### src/rtl/lcd_dma_read_arbiter.sv
// Two-client burst-read arbiter in front of the LCD DMA engine: client 0 (framebuffer fetch) has fixed priority,
// bounded by a streak limit so client 1 is not starved. Optional statistics are enabled with LCD_DMA_ARB_STATS_EN.
module lcd_dma_read_arbiter #(
    parameter int BURST_LEN     = 8,
    parameter int MAX_C0_STREAK = 4
) (
    input  logic        CLK,
    input  logic        RESET,
    input  logic        C0_REQ,
    input  logic [28:0] C0_ADDR,
    output logic        C0_ACK,
    output logic [31:0] C0_RD_DATA,
    output logic        C0_RD_DATA_VALID,
    output logic        C0_DONE,
    input  logic        C1_REQ,
    input  logic [28:0] C1_ADDR,
    output logic        C1_ACK,
    output logic [31:0] C1_RD_DATA,
    output logic        C1_RD_DATA_VALID,
    output logic        C1_DONE,
    output logic [28:0] DMA_RD_ADDR,
    output logic        DMA_START,
    input  logic        DMA_READY,
    input  logic [31:0] DMA_RD_DATA,
    input  logic        DMA_RD_DATA_VALID,
`ifdef LCD_DMA_ARB_STATS_EN
    output logic [15:0] STAT_C0_BURSTS,
    output logic [15:0] STAT_C1_BURSTS,
    output logic [7:0]  STAT_MAX_WAIT,
`endif
    output logic        ERR_BEATS
);

    localparam int BW = $clog2(BURST_LEN + 1);
    localparam logic [BW-1:0] BEATS_EXP  = BW'(BURST_LEN);
    localparam logic [BW-1:0] BEAT_ONE   = BW'(1);
    localparam logic [BW-1:0] BEAT_ZERO  = BW'(0);
    localparam logic [BW-1:0] BEAT_MAX   = {BW{1'b1}};
    localparam logic [3:0]    STREAK_MAX = 4'(MAX_C0_STREAK);

    typedef enum logic [2:0] {
        ST_IDLE      = 3'd0,
        ST_ISSUE     = 3'd1,
        ST_WAIT_BUSY = 3'd2,
        ST_BUSY      = 3'd3,
        ST_DONE      = 3'd4
    } state_t;

    state_t          state_q, state_d;
    logic            owner_q, owner_d;
    logic [28:0]     addr_q, addr_d;
    logic [BW-1:0]   beat_q, beat_d;
    logic [3:0]      streak_q, streak_d;
    logic            err_q, err_d;
    logic            dma_start_q;
    logic            ack0_q, ack1_q;
    logic            done0_q, done1_q;
    logic            c1_win_s;
    logic            beat_window_s;

    // Next-state, arbitration, streak and beat accounting.
    always_comb begin
        state_d  = state_q;
        owner_d  = owner_q;
        addr_d   = addr_q;
        beat_d   = beat_q;
        streak_d = streak_q;
        err_d    = err_q;
        c1_win_s = C1_REQ && (!C0_REQ || (streak_q == STREAK_MAX));

        case (state_q)
            ST_IDLE: begin
                if (DMA_READY && (C0_REQ || C1_REQ)) begin
                    state_d = ST_ISSUE;
                    owner_d = c1_win_s;
                    beat_d  = BEAT_ZERO;
                    if (c1_win_s) begin
                        addr_d   = C1_ADDR;
                        streak_d = 4'd0;
                    end else begin
                        addr_d = C0_ADDR;
                        // Streak only grows while client 1 is actually being held off.
                        if (!C1_REQ) begin
                            streak_d = 4'd0;
                        end else if (streak_q != STREAK_MAX) begin
                            streak_d = streak_q + 4'd1;
                        end else begin
                            streak_d = streak_q;
                        end
                    end
                end else begin
                    state_d = ST_IDLE;
                end
            end
            ST_ISSUE: begin
                state_d = ST_WAIT_BUSY;
            end
            ST_WAIT_BUSY: begin
                if (!DMA_READY) begin
                    state_d = ST_BUSY;
                end else begin
                    state_d = ST_WAIT_BUSY;
                end
            end
            ST_BUSY: begin
                if (DMA_READY) begin
                    state_d = ST_DONE;
                end else begin
                    state_d = ST_BUSY;
                end
            end
            ST_DONE: begin
                state_d = ST_IDLE;
            end
            default: begin
                state_d = ST_IDLE;
            end
        endcase

        if (beat_window_s && DMA_RD_DATA_VALID && (beat_q != BEAT_MAX)) begin
            beat_d = beat_q + BEAT_ONE;
        end else begin
            beat_d = beat_d;
        end

        // Flag lands together with the DONE pulse, using the final beat count.
        if ((state_q == ST_BUSY) && DMA_READY && (beat_d != BEATS_EXP)) begin
            err_d = 1'b1;
        end else begin
            err_d = err_q;
        end
    end

    // State register and registered handshake outputs.
    always_ff @(posedge CLK) begin
        if (RESET) begin
            state_q     <= ST_IDLE;
            owner_q     <= 1'b0;
            addr_q      <= 29'd0;
            beat_q      <= BEAT_ZERO;
            streak_q    <= 4'd0;
            err_q       <= 1'b0;
            dma_start_q <= 1'b0;
            ack0_q      <= 1'b0;
            ack1_q      <= 1'b0;
            done0_q     <= 1'b0;
            done1_q     <= 1'b0;
        end else begin
            state_q     <= state_d;
            owner_q     <= owner_d;
            addr_q      <= addr_d;
            beat_q      <= beat_d;
            streak_q    <= streak_d;
            err_q       <= err_d;
            dma_start_q <= (state_d == ST_ISSUE);
            ack0_q      <= (state_d == ST_ISSUE) && !owner_d;
            ack1_q      <= (state_d == ST_ISSUE) && owner_d;
            done0_q     <= (state_d == ST_DONE) && !owner_d;
            done1_q     <= (state_d == ST_DONE) && owner_d;
        end
    end

    assign beat_window_s    = (state_q == ST_WAIT_BUSY) || (state_q == ST_BUSY);
    assign C0_RD_DATA_VALID = DMA_RD_DATA_VALID && beat_window_s && !owner_q;
    assign C1_RD_DATA_VALID = DMA_RD_DATA_VALID && beat_window_s && owner_q;
    assign C0_RD_DATA       = DMA_RD_DATA;
    assign C1_RD_DATA       = DMA_RD_DATA;
    assign C0_ACK           = ack0_q;
    assign C1_ACK           = ack1_q;
    assign C0_DONE          = done0_q;
    assign C1_DONE          = done1_q;
    assign DMA_START        = dma_start_q;
    assign DMA_RD_ADDR      = addr_q;
    assign ERR_BEATS        = err_q;

`ifdef LCD_DMA_ARB_STATS_EN
    logic [15:0] c0_bursts_q, c1_bursts_q;
    logic [7:0]  wait0_q, wait1_q, max_wait_q;

    // Burst counters and request-to-ack wait tracking.
    always_ff @(posedge CLK) begin
        if (RESET) begin
            c0_bursts_q <= 16'd0;
            c1_bursts_q <= 16'd0;
            wait0_q     <= 8'd0;
            wait1_q     <= 8'd0;
            max_wait_q  <= 8'd0;
        end else begin
            if (done0_q) begin
                c0_bursts_q <= c0_bursts_q + 16'd1;
            end
            if (done1_q) begin
                c1_bursts_q <= c1_bursts_q + 16'd1;
            end
            if (ack0_q || !C0_REQ) begin
                wait0_q <= 8'd0;
            end else if (wait0_q != 8'hFF) begin
                wait0_q <= wait0_q + 8'd1;
            end
            if (ack1_q || !C1_REQ) begin
                wait1_q <= 8'd0;
            end else if (wait1_q != 8'hFF) begin
                wait1_q <= wait1_q + 8'd1;
            end
            // Only one ACK can be high at a time, so one comparison per cycle suffices.
            if (ack0_q && (wait0_q > max_wait_q)) begin
                max_wait_q <= wait0_q;
            end else if (ack1_q && (wait1_q > max_wait_q)) begin
                max_wait_q <= wait1_q;
            end
        end
    end

    assign STAT_C0_BURSTS = c0_bursts_q;
    assign STAT_C1_BURSTS = c1_bursts_q;
    assign STAT_MAX_WAIT  = max_wait_q;
`endif

endmodule

### config.mk
export PLATFORM = sky130hd
export DESIGN_NAME = lcd_dma_read_arbiter
export DESIGN_NICKNAME = d
export VERILOG_FILES = /design/src/rtl/lcd_dma_read_arbiter.sv
export SDC_FILE = /design/constraint.sdc
export NUM_CORES = 1
export LEC_CHECK = 0
export ABC_AREA = 1
export CAP_MARGIN = 10
export CORE_MARGIN = 3
export CORE_UTILIZATION = 37
export DETAILED_ROUTE_END_ITERATION = 16
export GPL_TIMING_DRIVEN = 0
export HOLD_SLACK_MARGIN = 0.02
export MAX_ROUTING_LAYER = met4
export PLACE_DENSITY = 0.92
export SKIP_CTS_REPAIR_TIMING = 1
export SYNTH_ARGS = -nofsm -noshare
export SYNTH_HDL_FRONTEND = slang
export SYNTH_SLANG_ARGS = --single-unit
### constraint.sdc
create_clock -name CLK -period 3.2 [get_ports CLK]
set_clock_uncertainty 0.05 [all_clocks]
set_input_delay 0.48 -clock CLK [delete_from_list [all_inputs] [get_ports CLK]]
set_output_delay 0.48 -clock CLK [all_outputs]
set_load 0.01 [all_outputs]
# Yosys cells after proc, flatten, opt, wreduce, memory -nomap -nowiden
# Cells that the tools add are included.
dict set report totals {
  ff_bits 47
  inputBits 96
  word_cells 57
  output_inout_bits 101
}
dict set report classes {
  muxes 13
  reduce_logical 21
  n_addsub 2
  eq_ne 10
}
# cell n
set op_table {}
lappend op_table {{2-to-1 mux 29 bit} 1}
lappend op_table {{2-to-1 mux 4 bit} 6}
lappend op_table {{logical AND 1 bit} 12}
lappend op_table {{case mux 3 bit (4 select lines)} 1}
lappend op_table {{adder 4 x 1 -> 4 bit, second input constant} 2}
lappend op_table {{!= test 4 bit, second input constant} 2}
lappend op_table {{equality test 3 x 1 -> 1 bit, second input constant} 2}
lappend op_table {{equality test 3 x 2 -> 1 bit, second input constant} 2}
lappend op_table {{equality test 4 x 3 -> 1 bit, second input constant} 1}
lappend op_table {{2-to-1 mux 1 bit} 4}
lappend op_table {{!= test 4 x 3 -> 1 bit, second input constant} 1}
lappend op_table {{equality test 3 bit, second input constant} 1}
lappend op_table {{logical NOT 1 bit} 3}
lappend op_table {{logical NOT 3 bit} 1}
lappend op_table {{logical OR 1 bit} 3}
lappend op_table {{2-to-1 mux 3 bit} 1}
lappend op_table {{!= test 3 x 1 -> 1 bit, second input constant} 1}
lappend op_table {{AND reduction 3 bit} 1}
lappend op_table {{AND reduction 2 bit} 1}

# Logic depth before layout (Yosys ltp)
dict set report logic_depth {
  ltp_word 7
  mapped_depth 12
  depth_no_buf 11
}

# Worst setup path after synthesis
# No wires, ideal clock.
dict set report synth_path {
  kind {reg2reg}
  startpoint {register streak_q[0]}
  endpoint {register addr_q[24] (netlist: DMA_RD_ADDR[24])}
  arrival_ns 1.345
  path_slack_ns 1.688
  stages_incl_launch_ff 13
  setup_time_ns 0.116
  n_path_buf 2
  period_less_slack_ns 1.512
  path_cell_list {dfxtp_1 > inv_1 > ha_1 > nand3_1 > nand2_2 > nand2_2 > inv_2 > buf_6 > buf_6 > nand2_1 > nand3_1 > o211ai_1 > inv_1}
}
dict set report synth_between {
  elab_chain_cells 4
}
# element line_no
set synth_rtl {}
lappend synth_rtl {{start, declared} 53} ;# logic [3:0] streak_q, streak_d;
lappend synth_rtl {{start signal, assigned} 153} ;# streak_q <= streak_d;
lappend synth_rtl {{equality test 4 x 3 -> 1 bit} 69} ;# c1_win_s = C1_REQ && (!C0_REQ || (streak_q == STREAK_MAX));
lappend synth_rtl {{logical OR 1 bit} 69}
lappend synth_rtl {{logical AND 1 bit} 69}
lappend synth_rtl {{2-to-1 mux 29 bit} 77} ;# if (c1_win_s) begin
lappend synth_rtl {{end signal, assigned} 151} ;# addr_q <= addr_d;
lappend synth_rtl {{end, declared} 51} ;# logic [28:0] addr_q, addr_d;
# No other way between the ends.
# A chain may end at the register's enable or synchronous reset.

# Worst setup path in the final report
dict set report layout_path {
  startpoint {input DMA_RD_DATA_VALID}
  endpoint {output C1_RD_DATA_VALID}
}
dict set report layout_between {
  elab_chain_cells 2
}
# element line_no
set layout_rtl {}
lappend layout_rtl {{start, declared} 25} ;# input logic DMA_RD_DATA_VALID,
lappend layout_rtl {{logical AND 1 bit (2 in a row)} 165} ;# assign C1_RD_DATA_VALID = DMA_RD_DATA_VALID && beat_window_s && owner_q;
lappend layout_rtl {{end, declared} 19} ;# output logic C1_RD_DATA_VALID,
# No other way between the ends.

==> results.cfg <==
[outcome]
status = complete, no violations

[drt]
wire_per_inst_um = 13.8
firstDrtPassIters = 4
via_per_inst = 4.57
via_count = 2898
drc = 0
ant_nets = 0
drt_wl_total_um = 8740
drtIter0Drc = 94

[clocking]
clock-root-buffer = clkbuf_8
htreeDepth = 2
insertion_delay_ns = 0.30
clkSinkCount = 47
cts_tree = built
cts_buffers = 5
clkSlewWorstSetupHoldPaths_ns = 0.08
cts_buffer_depth = 2

[critical_path]
cp_slowest_cell = clkdlybuf4s50_1
start_kind = primary input
end_kind = output pin
cp-startpoint = DMA_RD_DATA_VALID
path_cells = clkdlybuf4s50_1 -> nand3_1 -> nor2_1 -> clkdlybuf4s50_1
cp.arrival_ns = 1.82
cp_data_required_time_ns = 2.67
worst-path-buf-inv = 2
regToRegStartpoint = streak_q[0]
cp_common_cell = clkdlybuf4s50_1
path_delay_family = buffers and inverters
critPathMaxFanout = 3
criticalPathCategory = in -> out
cpPeakStageDelay_ns = 0.55

[die]
fp.dieW_um = 90.8
die_area_sq_um = 8240
pin_count = 197
core_sq_um = 6870
initial_utilization_pct = 38.7
die-height_um = 90.8
row_count = 30

[sta]
hold_violations = 0
post-route-min-period_ns = 2.35
slew_headroom_pct = 66.1
fin_crit_sh_pct = 73.5
fin_setup_tns_ns = 0
setup_violations = 0
maxClockFrequency_mhz = 425
worst_pin_slew_ns = 0.508
rsz0062_at_grt = no
final_max_slew_viol_count = 0
worst_slack_ns = 0.849

[power]
power_leakage_nw = 2.09
cellPowerDensity_nw_per_um2 = 368
peakVddDrop_v = 0.000345

[grt]
grt_max_degree = 16
grt_pass1_wl_um = 13900
grt_util_all_layers_pct = 21.1
grt_pass1_vias = 2884
antenna_found_initial = 0
overflow = 0

[worst_hold_path]
min_from = ERR_BEATS
min_path_type = reg -> reg

[synthesis]
ys_warn_count = 0
synth_seq_cells = 47
synth_seq_area_share_pct = 35.4
synth.avg_cell_area_sq_um = 7.26
synth_cell_types = 23
syn_area_sq_um = 2660
syn-instance-count = 366
syn-num-nets = 465

[placement]
pre_cts_slack_ns = 0.853
dp_hpwl_um = 7070
io_buffer_count = 164
placed_area_sq_um = 4420
place.gp.congestion = 0.815

[final_layout]
n_antenna_cell = 0
area_growth_pct = 71.4
layout.nets = 636
drive_gt1_share_pct = 17.1
fin_area_sq_um = 4560
fillers = 591

[run]
drv_cap = 0
==> state kept, by name (all words and copies together), names as in the netlist <==
signal,flops
ERR_BEATS,1
DMA_START,1
C1_ACK,1
beat_q,4
DMA_RD_ADDR,29
C0_DONE,1
owner_q,1
C1_DONE,1
streak_q,4
state_q,3
C0_ACK,1
==> path summary, 6_finish.rpt <==
| path | endpoint | slack (ns) | cells past startpoint |
|---|---|---|---|
| worst max-delay path | C1_RD_DATA_VALID | 0.85 | 4 |
| worst min register to register | ERR_BEATS | 0.41 | 2 |
| worst min-delay path | ERR_BEATS | 0.41 | 2 |
| worst max register to register | DMA_RD_ADDR[27] | 1.36 | 10 |
==> area by class of cell <==
class                   count  area, sq um  area share, %
multi-input cells         193          976           21.4
inverters                  45          169           3.71
plain buffers              81          572           12.6
well taps                  96          120           2.64
clock buffers               5         68.8           1.51
flip-flops and latches     47          941           20.7
clock inverters             3         67.6           1.48
repair buffers            164         1640           36.0
==> worst min-delay path, delay by kind of cell (launching register included) <==
kind | cells | cell delay [ns]
flip-flops | 1 | 0.32
AND/OR/NAND/NOR | 2 | 0.10
==> Yosys cell counts (all sizes together) <==
library cell	count	area share (%)
o21bai	1	0.28
nor2	15	2.1
ha	3	1.4
o211ai	29	8.2
clkbuf	5	0.71
nand3	40	7.7
a21oi	8	1.5
nand3b	1	0.28
xor2	2	0.66
a211oi	2	0.75
dfxtp	47	35
buf	76	21
nand4	3	0.71
nand2	86	12
nor3	3	0.75
inv	45	6.4
==> per-stage QoR <==
| step | power (mW) | hold WS (ns) | util, % | std cells |
|---|---|---|---|---|
| 2_1_floorplan | 0.895 | 0.389 | - | 366 |
| 3_3_place_gp | 1.17 | 0.391 | 64.3 | 626 |
| 3_5_place_dp | 1.18 | 0.395 | 64.3 | 626 |
| 4_1_cts | 1.70 | 0.414 | 66.3 | 634 |
| 5_1_grt | 1.76 | 0.437 | 66.3 | 634 |
| 6_report | 1.67 | 0.412 | 66.3 | 634 |
==> cell usage in the layout (no fill, tap or decap), drive strengths merged <==
cell           instances
clkdlybuf4s50        164
clkinvlp               1
buf                   76
clkbuf                10
nand4                  3
bufinv                 2
nand3b                 1
o211ai                29
nand3                 40
nor2                  15
a211oi                 2
dfxtp                 47
nor3                   3
nand2                 86
inv                   45
o21bai                 1
xor2                   2
ha                     3
a21oi                  8
==> cell families after synthesis <==
kind of cell / count (synthesis) / share of synthesized area (%)
and+or+nand+nor: 148 / 23.9
buffers and inverters: 126 / 27.9
DFF: 47 / 35.4
AOI/OAI and AO/OA: 40 / 10.7
adders and majority gates: 3 / 1.41
xor gates and xnor gates: 2 / 0.659
==> metal layers <==
metal	track usage, %	part of all wire [%]
met1	22.7	39
met2	38.7	52
met3	4.83	6.9
met4	5.61	2.2
met5	-	0
==> power by group <==
part	internal (mW)	switching (mW)	leakage, nW
Sequential	0.630	0.0246	0.386
Combinational	0.306	0.206	1.64
Clock	0.311	0.197	0.0644
Total	1.25	0.428	2.09
(Power assumes the default switching activity.)
